--- src/rtl/timestamp_capture_arbiter.sv ---
// rtl/timestamp_capture_arbiter.sv - per-requester timestamp capture, round-robin arbiter and show-ahead FIFO
// Optional saturating drop counter built only with TSCAP_DROP_COUNT_EN defined.
module timestamp_capture_arbiter #(
    parameter int NUM_REQ    = 4,
    parameter int FIFO_DEPTH = 16
) (
    input  logic                          Clock,
    input  logic                          Reset,
    input  logic [63:0]                   TimeStamp,
    input  logic [NUM_REQ-1:0]            Trig,
    input  logic                          OvfClear,
    input  logic                          CapReady,
    output logic                          CapValid,
    output logic [63:0]                   CapData,
    output logic [$clog2(NUM_REQ)-1:0]    CapSrc,
    output logic [NUM_REQ-1:0]            Pending,
    output logic [$clog2(FIFO_DEPTH):0]   FifoCount,
    output logic                          Overflow,
    output logic [15:0]                   DropCount
);

    localparam int SRC_W = $clog2(NUM_REQ);
    localparam int PTR_W = $clog2(FIFO_DEPTH);
    localparam int CNT_W = PTR_W + 1;

    logic [NUM_REQ-1:0]  trig_prev;
    logic [NUM_REQ-1:0]  trig_edge;
    logic [NUM_REQ-1:0]  pending;
    logic [NUM_REQ-1:0]  grant_vec;
    logic [NUM_REQ-1:0]  drop;
    logic [63:0]         hold [NUM_REQ];
    logic [SRC_W-1:0]    rr_ptr;
    logic [SRC_W-1:0]    grant_idx;
    logic [SRC_W:0]      cand;
    logic                grant_found;
    logic                fifo_full;
    logic                push;
    logic                pop;
    logic [SRC_W+63:0]   fifo_mem [FIFO_DEPTH];
    logic [PTR_W-1:0]    wr_ptr;
    logic [PTR_W-1:0]    rd_ptr;
    logic [CNT_W-1:0]    fifo_count;
    logic                overflow;

    assign trig_edge = Trig & ~trig_prev;
    assign fifo_full = (fifo_count == CNT_W'(FIFO_DEPTH));

    // Round-robin search starting at rr_ptr; no grant while the FIFO is full.
    always_comb begin
        grant_found = 1'b0;
        grant_idx   = '0;
        grant_vec   = '0;
        cand        = '0;
        for (int k = 0; k < NUM_REQ; k++) begin
            cand = {1'b0, rr_ptr} + (SRC_W+1)'(k);
            if (cand >= (SRC_W+1)'(NUM_REQ))
                cand = cand - (SRC_W+1)'(NUM_REQ);
            if (!grant_found && !fifo_full && pending[cand[SRC_W-1:0]]) begin
                grant_found = 1'b1;
                grant_idx   = cand[SRC_W-1:0];
            end
        end
        if (grant_found)
            grant_vec[grant_idx] = 1'b1;
    end

    assign drop = trig_edge & pending & ~grant_vec;
    assign push = grant_found;
    assign pop  = CapValid & CapReady;

    always_ff @(posedge Clock or posedge Reset) begin
        if (Reset) begin
            trig_prev <= '1;
            pending   <= '0;
            rr_ptr    <= '0;
            for (int i = 0; i < NUM_REQ; i++)
                hold[i] <= '0;
        end else begin
            trig_prev <= Trig;
            for (int i = 0; i < NUM_REQ; i++) begin
                // A grant frees the holding register in the same cycle a new edge reloads it.
                if (trig_edge[i] && (!pending[i] || grant_vec[i])) begin
                    hold[i]    <= TimeStamp;
                    pending[i] <= 1'b1;
                end else if (grant_vec[i]) begin
                    pending[i] <= 1'b0;
                end
            end
            if (grant_found)
                rr_ptr <= (grant_idx == SRC_W'(NUM_REQ-1)) ? '0 : grant_idx + 1'b1;
        end
    end

    always_ff @(posedge Clock) begin
        if (push)
            fifo_mem[wr_ptr] <= {grant_idx, hold[grant_idx]};
    end

    always_ff @(posedge Clock or posedge Reset) begin
        if (Reset) begin
            wr_ptr     <= '0;
            rd_ptr     <= '0;
            fifo_count <= '0;
        end else begin
            if (push)
                wr_ptr <= wr_ptr + 1'b1;
            if (pop)
                rd_ptr <= rd_ptr + 1'b1;
            case ({push, pop})
                2'b10:   fifo_count <= fifo_count + 1'b1;
                2'b01:   fifo_count <= fifo_count - 1'b1;
                default: fifo_count <= fifo_count;
            endcase
        end
    end

    always_ff @(posedge Clock or posedge Reset) begin
        if (Reset)
            overflow <= 1'b0;
        else if (|drop)
            overflow <= 1'b1;
        else if (OvfClear)
            overflow <= 1'b0;
    end

`ifdef TSCAP_DROP_COUNT_EN
    logic [15:0] drop_cnt;
    logic [16:0] drop_sum;
    logic [15:0] drop_num;

    always_comb begin
        drop_num = '0;
        for (int i = 0; i < NUM_REQ; i++)
            drop_num = drop_num + 16'(drop[i]);
        drop_sum = {1'b0, drop_cnt} + {1'b0, drop_num};
    end

    always_ff @(posedge Clock or posedge Reset) begin
        if (Reset)
            drop_cnt <= '0;
        else if (OvfClear)
            drop_cnt <= drop_num;
        else
            drop_cnt <= drop_sum[16] ? 16'hFFFF : drop_sum[15:0];
    end

    assign DropCount = drop_cnt;
`else
    assign DropCount = '0;
`endif

    assign Pending   = pending;
    assign FifoCount = fifo_count;
    assign Overflow  = overflow;
    assign CapValid  = (fifo_count != '0);
    assign {CapSrc, CapData} = CapValid ? fifo_mem[rd_ptr] : '0;

endmodule

--- config.mk ---
export PLATFORM = sky130hd
export DESIGN_NAME = timestamp_capture_arbiter
export DESIGN_NICKNAME = d
export VERILOG_FILES = /design/src/rtl/timestamp_capture_arbiter.sv
export SDC_FILE = /design/constraint.sdc
export NUM_CORES = 1
export LEC_CHECK = 0
export CAP_MARGIN = 5
export CORE_MARGIN = 2
export CORE_UTILIZATION = 61
export DETAILED_ROUTE_END_ITERATION = 8
export GPL_TIMING_DRIVEN = 0
export PLACE_DENSITY = 0.76
export SKIP_CTS_REPAIR_TIMING = 1
export SLEW_MARGIN = 10
export SYNTH_ARGS = -nofsm -noshare
export SYNTH_HDL_FRONTEND = slang
export SYNTH_SLANG_ARGS = --single-unit
export TNS_END_PERCENT = 20
--- constraint.sdc ---
create_clock -name Clock -period 12.5 [get_ports Clock]
set_clock_uncertainty 0.2 [all_clocks]
set_input_delay 1.875 -clock Clock [delete_from_list [all_inputs] [get_ports Clock]]
set_output_delay 1.875 -clock Clock [all_outputs]
set_load 0.01 [all_outputs]
After elaboration in Yosys (flattened, before gate mapping) --
Memory sizes are Yosys's and may differ from the RTL's. Cells that the tools add are included.
Storage, ports and cells: register bits after elaboration 280, bits in latches 0, bits in writable memories 1056, memory bits (read-only) 0, input port bits 72, output and inout port bits 93, word-level logic and storage cells 122, memories 1
Memories:
- fifo_mem | depth 16, bits a word 66, rd ports 1, clocked after Yosys merged registers in 0, write ports 1, line 39 | logic [SRC_W+63:0] fifo_mem [FIFO_DEPTH];
Operators by class: $add $sub $neg 12, $mul 0, div/mod/pow operators 0, magnitude comparators 11, equality and inequality tests 4, shift-type cells 0, multiplexer cells 41, bitwise logic cells 7, reductions and logical operators 32
Operators by type and width (count):
- binary-select mux 64 bit (select 2 bit) | 1
- 2-to-1 mux 64 bit | 2
- 2-to-1 mux 66 bit | 1
- 2-to-1 mux 1 bit | 21
- 2-to-1 mux 2 bit | 9
- less-than comparator 2 x 3 -> 1 bit, second input constant | 5
- bitwise AND 4 bit | 3
- >= comparator 3 bit, second input constant | 4
- logical AND 1 bit | 12
- nonzero test 2 bit | 6
- one-hot mux 5 bit (2 select lines) | 1
- adder 4 x 1 -> 4 bit, second input constant | 2
- binary-select mux 1 bit (select 2 bit) | 4
- logical NOT 1 bit | 8
- NOT 4 bit | 2
- subtractor 2 x 1 -> 2 bit, second input constant | 4
- adder 2 x 2 -> 3 bit, second input constant | 2
- adder 5 x 1 -> 5 bit, second input constant | 1
- equality test 5 bit, second input constant | 1
- nonzero test 5 bit | 1
- subtractor 5 x 1 -> 5 bit, second input constant | 1
- equality test 2 bit, second input constant | 2
- logical OR 1 bit | 4
- 2-to-1 mux 4 bit | 1
- other kinds (9) | 9

Logic depth before layout (Yosys ltp) --
Gate-level depths: netlist of the first run.
word-level depth 27, gate-level depth with buffers 15

Worst setup path before layout of the first run --
OpenSTA, ideal clock, no wires.
kind register to register, start register fifo_count[1], in the netlist FifoCount[1], end memory fifo_mem[0][0] in the netlist's numbering (enable), library setup time 0.571 ns, data arrival time 5.868 ns, required time 11.729 ns, path slack 5.861 ns, cell stages (with the launch flop) 8, clock period less this slack 6.639 ns, cells stage by stage dfrtp_1 > buf_4 > nor4_2 > and2_4 > nor2_1 > clkbuf_1 > nand2_1 > nor3_1
On the way: longest elaborated chain between the ends 18
Ends and longest elaborated chain:
- start: declaration | line 42 | logic [CNT_W-1:0] fifo_count;
- start signal: assignment | line 110 | 2'b10: fifo_count <= fifo_count + 1'b1;
- start signal: assignment | line 111 | 2'b01: fifo_count <= fifo_count - 1'b1;
- start signal: assignment | line 112 | default: fifo_count <= fifo_count;
- equality test 5 bit (*) | line 46 | assign fifo_full = (fifo_count == CNT_W'(FIFO_DEPTH));
- logical NOT 1 bit (*) | line 58 | if (!grant_found && !fifo_full && pending[cand[SRC_W-1:0]]) begin
- logical AND 1 bit | line 58
- 2-to-1 mux 1 bit | line 58
- logical NOT 1 bit | line 58
- logical AND 1 bit (2 in series) | line 58
- 2-to-1 mux 1 bit | line 58
- logical NOT 1 bit | line 58
- logical AND 1 bit (2 in series) | line 58
- 2-to-1 mux 1 bit | line 58
- logical NOT 1 bit | line 58
- logical AND 1 bit (2 in series) | line 58
- 2-to-1 mux 1 bit (*) | line 58
- 2-to-1 mux 1 bit (*) | line 95 | if (push)
- 2-to-1 mux 1 bit (implied by the code) (*) | line 96 | fifo_mem[wr_ptr] <= {grant_idx, hold[grant_idx]};
- end: declaration | line 39
Every way passes the cells marked *; elsewhere a longest branch is shown, timed or not.

Worst setup path in the final report of the first run --
start register rd_ptr[1], end output CapData[26]
On the way: longest elaborated chain between the ends 2
Ends and longest elaborated chain:
- start: declaration | line 41 | logic [PTR_W-1:0] rd_ptr;
- start signal: assignment | line 108 | rd_ptr <= rd_ptr + 1'b1;
- memory read (16 x 66 bit)
- 2-to-1 mux 66 bit | line 156 | assign {CapSrc, CapData} = CapValid ? fifo_mem[rd_ptr] : '0;
- end: declaration | line 14 | output logic [63:0] CapData,
No other way between the ends.

==> flow_summary.yaml, run 1 <==
final_layout:
  finish.utilization_pct: 72.02
  num-nets-final: 3141
  final_layout_size_suffix_gt1_share_pct: 30.76
  mostFrequentLayoutCells: "1056 x edfxtp_1, 330 x mux4_2, 276 x dfrtp_1, 268 x nand2_1, 148 x clkdlybuf4s50_1"
  area_added_between_synthesis_and_finish_pct: 17.16
  most_common_cell_after_layout_fill_and_taps_aside: "edfxtp_1"
  fillCellCount: 4786
die:
  die-area_um2: 89660
  effective_utilization_at_floorplan_pct: 61.47
  x_dimension_of_the_die_um: 299.4
  floorplan.io_pins: 165
  area_inside_the_core_boundary_um2: 86620
  dieHeight_um: 299.4
  floorplan.rows: 108
clock_tree:
  cts_buffer_depth: 3
  cts-htree-levels: 4
  clkTransAtPathRegs_ns: 0.06
  clock_sinks: 1336
  clock-root-buffer: "clkbuf_16"
  cts_inserted_buffers: 131
  tritoncts_clock_tree: "done"
  clkLatencyLatePin_ns: 0.73
global_route:
  first_global_vias: 29899
  grt_first_pass_wirelength_um: 201200
  antenna_violations_before_repair: 4
  pin_count_of_the_biggest_net_entering_global_routing: 118
  groute.usage.overall_pct: 31.46
  grt_remaining_overflow: 0
detailed_routing:
  drt.antenna.violating_nets: 0
  via_per_inst: 6.616
  vias: 28562
  first_iter_violations: 3591
  post_dr_wirelength_cell_um: 31.98
  drc_errors: 0
  route.final.wire_length_um: 138100
  dr.pass1.iters: 6
outcome:
  outcome: "completed"
logic_synthesis:
  post-synth-top-area-cell: "edfxtp_1"
  count_of_mapped_cells_out_of_synthesis: 2678
  synth.ff_latch_count: 1336
  synth-async-reset-ratio_pct: 20.96
  synth_compound_area_share_pct: 1.065
  post_synth_num_cell_types: 52
  synth-xor-area-share_pct: 0.1974
  synth.yosys.seq_area_share_pct: 72.73
  netlist_top_cells_area: "edfxtp_1 60%, mux4_2 14%, dfrtp_1 13%"
  synth_edf_count: 1056
  synth_top_cell_area_share_pct: 59.56
  simple_gate_share_of_the_synthesized_area_pct: 4.096
  synth_ff_type: "edfxtp_1"
  dominant_combinational_cell_family_by_area_after_synthesis: "multiplexers"
  synth_area_um2: 53240
  synth.mux.area_fraction_pct: 19.88
  yosys_warnings: 0
  post_synthesis_share_of_cell_area_spent_on_full_adders_half_adders_and_majority_gates_pct: 0.2115
  syn_avg_cell_area_um2: 19.88
timing:
  finalWorstSetupSlack_ns: 5.772
  layout_worst_path_cycle_share_pct: 53.82
  clock.fmax_mhz: 148.6
  relSlewSlack_pct: 17.81
  finalCriticalPeriod_ns: 6.728
  rsz0062_at_grt: "false"
  final-hold-violation-count: 0
  worst_pin_slew_ns: 1.227
  slew_viol_final: 0
  setup_viol: 0
setup_path:
  critical_path.max_stage_delay_ns: 0.85
  path_cells: "clkbuf_1 -> clkbuf_1 -> clkbuf_1 -> mux4_2 -> mux4_2 -> and2_1 -> clkdlybuf4s50_1"
  crit_path_max_fanout: 10
  timing.critical_path.arrival_ns: 4.65
  cell_mode_on_critical_path: "clkbuf_1"
  cpMaxStageDelayCell: "clkbuf_1"
  worst_setup_path_end_kind: "output port"
  timing.reg2reg.worst_path_depth: 9
  setup_cp_type: "reg2out"
  worst_ep_required_time_ns: 10.43
  critical_path.reg2reg.endpoint: "fifo_mem[1][54]"
  cp-start-kind: "flop"
  reg2reg_setup_slack_ns: 8.28
  r2r-start: "Pending[0]"
worst_hold_path:
  hold_start: "hold[251]"
  holdCritPathClass: "reg2reg"
  worst_hold_path.num_cells: 1
  hold-path-endpoint: "hold[251]"
flow_run:
  max_cap_violations: 0
place:
  gpl_congestion: 0.8356
  dpl.hpwl_um: 85270
  post-place-ws_ns: 6.704
  portBuffers: 148
## critical path, delay by kind of cell, from the launching register on
| family | cells | cell delay, ns |
|---|---|---|
| multiplexers | 2 | 0.93 |
| buffers and inverters | 4 | 2.35 |
| flip-flops | 1 | 0.37 |
| AND/OR/NAND/NOR | 1 | 0.25 |
## area by class of cell
class | count | area, um2 | share of cell area (%)
Multi-Input combinational cell | 1172 | 14100 | 22.60
Inverter | 10 | 45.04 | 0.07221
Clock buffer | 178 | 3745 | 6.003
Timing Repair Buffer | 234 | 2846 | 4.563
Buffer | 175 | 934.6 | 1.498
Clock inverter | 55 | 538.0 | 0.8624
Tap cell | 1155 | 1445 | 2.317
Sequential cell | 1336 | 38720 | 62.07
Antenna cell | 2 | 5.005 | 0.008023
## kinds of logic after synthesis
| family | count (synthesis) |
|---|---|
| flip-flops | 1336 |
| multiplexers | 590 |
| AND/OR/NAND/NOR | 458 |
| buffers and inverters | 185 |
| AO/OA/AOI/OAI | 87 |
| XOR/XNOR | 12 |
| adder cells (fa/ha/maj) | 9 |
| other | 1 |
## worst max path at each step
stage	slack, ns	endpoint	from
finish	5.77	CapData[26]	rd_ptr[1]
global route	5.78	CapData[26]	rd_ptr[1]
CTS	5.86	CapData[26]	rd_ptr[1]
detailed placement	6.70	CapData[25]	rd_ptr[1]
global placement	-0.14	fifo_mem[0][46]	FifoCount[1]
floorplan	2.71	FifoCount[0]	Reset
## sequential cells by signal, summed over array words and instances, names as in the netlist, 2 cells and up
| name | cells |
|---|---|
| wr_ptr | 4 |
| Pending | 4 |
| FifoCount | 5 |
| fifo_mem | 1056 |
| rr_ptr | 2 |
| hold | 256 |
| trig_prev | 4 |
| rd_ptr | 4 |
## synth_stat cells, types with 2 or more instances
master / number
o21bai_1: 2
clkbuf_1: 90
mux2_1: 60
buf_4: 17
mux4_2: 330
buf_6: 7
and2_4: 2
and2_1: 67
nand2b_1: 9
buf_12: 6
edfxtp_1: 1056
a31oi_1: 65
nor3_1: 6
buf_1: 7
nand4_1: 2
a211oi_1: 2
inv_1: 10
o21ai_0: 6
and3_1: 64
nor2_1: 22
nand3_1: 2
mux2_2: 139
ha_1: 9
xnor2_1: 6
a21oi_1: 3
mux2_4: 60
nand2_1: 268
nor2b_1: 7
buf_2: 48
xor2_1: 6
dfstp_2: 4
dfrtp_1: 276
## metrics by stage
| stage | area (um2) | hold slack [ns] | std cells | TNS, ns |
|---|---|---|---|---|
| global placement | 56230 | 0.2670 | 3996 | -44.59 |
| CTS | 62130 | 0.2876 | 4314 | 0 |
| finish | 62380 | 0.2862 | 4317 | 0 |
| detailed placement | 57850 | 0.2746 | 4081 | 0 |
| global route | 62380 | 0.3046 | 4316 | 0 |
| floorplan | 53300 | 0.2580 | 2693 | 0 |
## per-layer routing
| metal | track usage (%) | vias to the layer above | wire length [um] | part of all wire (%) |
|---|---|---|---|---|
| met1 | 43.45 | 14959 | 50810 | 37 |
| met5 | 0 | - | 7 | 0.0051 |
| li1 | - | 11382 | - | - |
| met3 | 5.769 | 317 | 13820 | 10 |
| met2 | 51.39 | 1902 | 68520 | 50 |
| met4 | 11.13 | 2 | 4919 | 3.6 |
Power of run 1 is not shown: default switching activity piles up to over one toggle a cycle in this logic, so the estimate is an artifact.
==> run 2: changes to the inputs <==
==> constraint.sdc (replaced) <==
create_clock -name Clock -period 6.9 [get_ports Clock]
set_clock_uncertainty 0.2 [all_clocks]
set_input_delay 1.035 -clock Clock [delete_from_list [all_inputs] [get_ports Clock]]
set_output_delay 1.035 -clock Clock [all_outputs]
set_load 0.01 [all_outputs]
==> run 2 against run 1 <==
Net effect: flip-flop and latch count did not move; first-iteration DRC count fell by 2.8%; die area did not move; non-clock buffer count shrank 1; register-to-register slack worse by 5.7 ns; final cell count up 0.23%; clock-buffer cell count down 2; core utilization decreased by 0.20 points; sequential share of layout area is 0.17 points higher; global-route usage decreased by 0.48 points; setup slack lost 4.6 ns.
==> flow_summary.yaml, run 2 (synthesis results as in run 1) <==
flow_run:
  max_cap_violations: 0
timing:
  layout_worst_path_cycle_share_pct: 83.67
  slew_viol_final: 0
  setup_viol: 0
  timing.hold.ws_ns: 0.2847
  finalWorstSetupSlack_ns: 1.127
  rsz0062_at_grt: "false"
  final-hold-violation-count: 0
  worst_pin_slew_ns: 1.234
  finalCriticalPeriod_ns: 5.773
  relSlewSlack_pct: 17.38
  clock.fmax_mhz: 173.2
die:
  effective_utilization_at_floorplan_pct: 61.47
  x_dimension_of_the_die_um: 299.4
  dieHeight_um: 299.4
  floorplan.io_pins: 165
  floorplan.rows: 108
  area_inside_the_core_boundary_um2: 86620
  die-area_um2: 89660
worst_hold_path:
  holdCritPathClass: "reg2reg"
final_layout:
  area_added_between_synthesis_and_finish_pct: 16.84
  most_common_cell_after_layout_fill_and_taps_aside: "edfxtp_1"
  top_register: "fifo_mem"
  final_layout_size_suffix_gt1_share_pct: 30.47
  num-nets-final: 3140
  largest_register_ffs: 1056
  stdcell_count: 4327
  fin_area_um2: 62210
  mostFrequentLayoutCells: "1056 x edfxtp_1, 330 x mux4_2, 276 x dfrtp_1, 268 x nand2_1, 148 x clkdlybuf4s50_1"
place:
  gpl_congestion: 0.8360
  dpl.hpwl_um: 85110
  post-place-ws_ns: 2.043
  placement.cell_area_um2: 57860
  placed_cells: 4081
  portBuffers: 148
detailed_routing:
  route.final.wire_length_um: 136200
  post_dr_wirelength_cell_um: 31.48
  via_per_inst: 6.571
  dr.pass1.iters: 7
  drt.antenna.violating_nets: 0
  first_iter_violations: 3492
  vias: 28431
  drc_errors: 0
setup_path:
  timing.critical_path.arrival_ns: 4.54
  crit_path_max_fanout: 10
  cp-start-kind: "flop"
  worst_ep_required_time_ns: 5.66
  worst_setup_path_end_kind: "output port"
  setup_cp_type: "reg2out"
clock_tree:
  cts_inserted_buffers: 131
  cts_buffer_depth: 3
  clkTransAtPathRegs_ns: 0.06
  clock_sinks: 1336
  cts-htree-levels: 4
  tritoncts_clock_tree: "done"
  clkLatencyLatePin_ns: 0.74
  clock-root-buffer: "clkbuf_16"
global_route:
  groute.usage.overall_pct: 30.99
  first_global_vias: 29640
  antenna_violations_before_repair: 3
  pin_count_of_the_biggest_net_entering_global_routing: 41
  grt_remaining_overflow: 0
  grt_first_pass_wirelength_um: 199200
outcome:
  outcome: "completed"
-- run 2: per-stage QoR --
stage          utilization (%)  TNS (ns)
2_1_floorplan                -         0
5_1_grt                  71.81         0
3_3_place_gp             64.92  -2471.76
4_1_cts                  71.52         0
3_5_place_dp             66.80         0
6_report                 71.82         0
-- run 2: metal layers --
layer	share of wire (%)	global-route usage, %	up-vias
li1	-	-	11384
met1	37	42.07	15076
met2	51	51.58	1700
met3	9.2	5.603	271
met4	3.3	10.52	0
met5	0	0	-
-- run 2: worst paths after layout --
path,start,to,slack [ns],cells past startpoint
worst min-delay path,hold[203],hold[203],0.28,1
worst min register to register,hold[203],hold[203],0.28,1
max in group asynchronous,Reset,hold[142],4.68,6
worst max-delay path,rd_ptr[1],CapData[27],1.13,7
min in group asynchronous,Reset,hold[164],0.49,2
worst max register to register,Pending[0],fifo_mem[6][54],2.55,9
-- run 2: worst max-delay path: stages (launching register included) --
cell	delay (ns)
dfrtp_1	0.40
clkbuf_1	0.20
clkbuf_1	0.70
clkbuf_1	0.81
mux4_2	0.44
mux4_2	0.49
and2_1	0.26
clkdlybuf4s50_1	0.51
-- run 2: cell type report --
cell class	instances	area, um2
clock inverter	62	479.2
antenna	8	20.02
tap	1155	1445
timing repair buffer	233	2843
clock buffer	176	3615
multi-input combinational	1172	14110
buffer	175	933.4
inverter	10	41.29
fill	4821	24410
sequential	1336	38720
Power of run 2 is left out for the same reason.
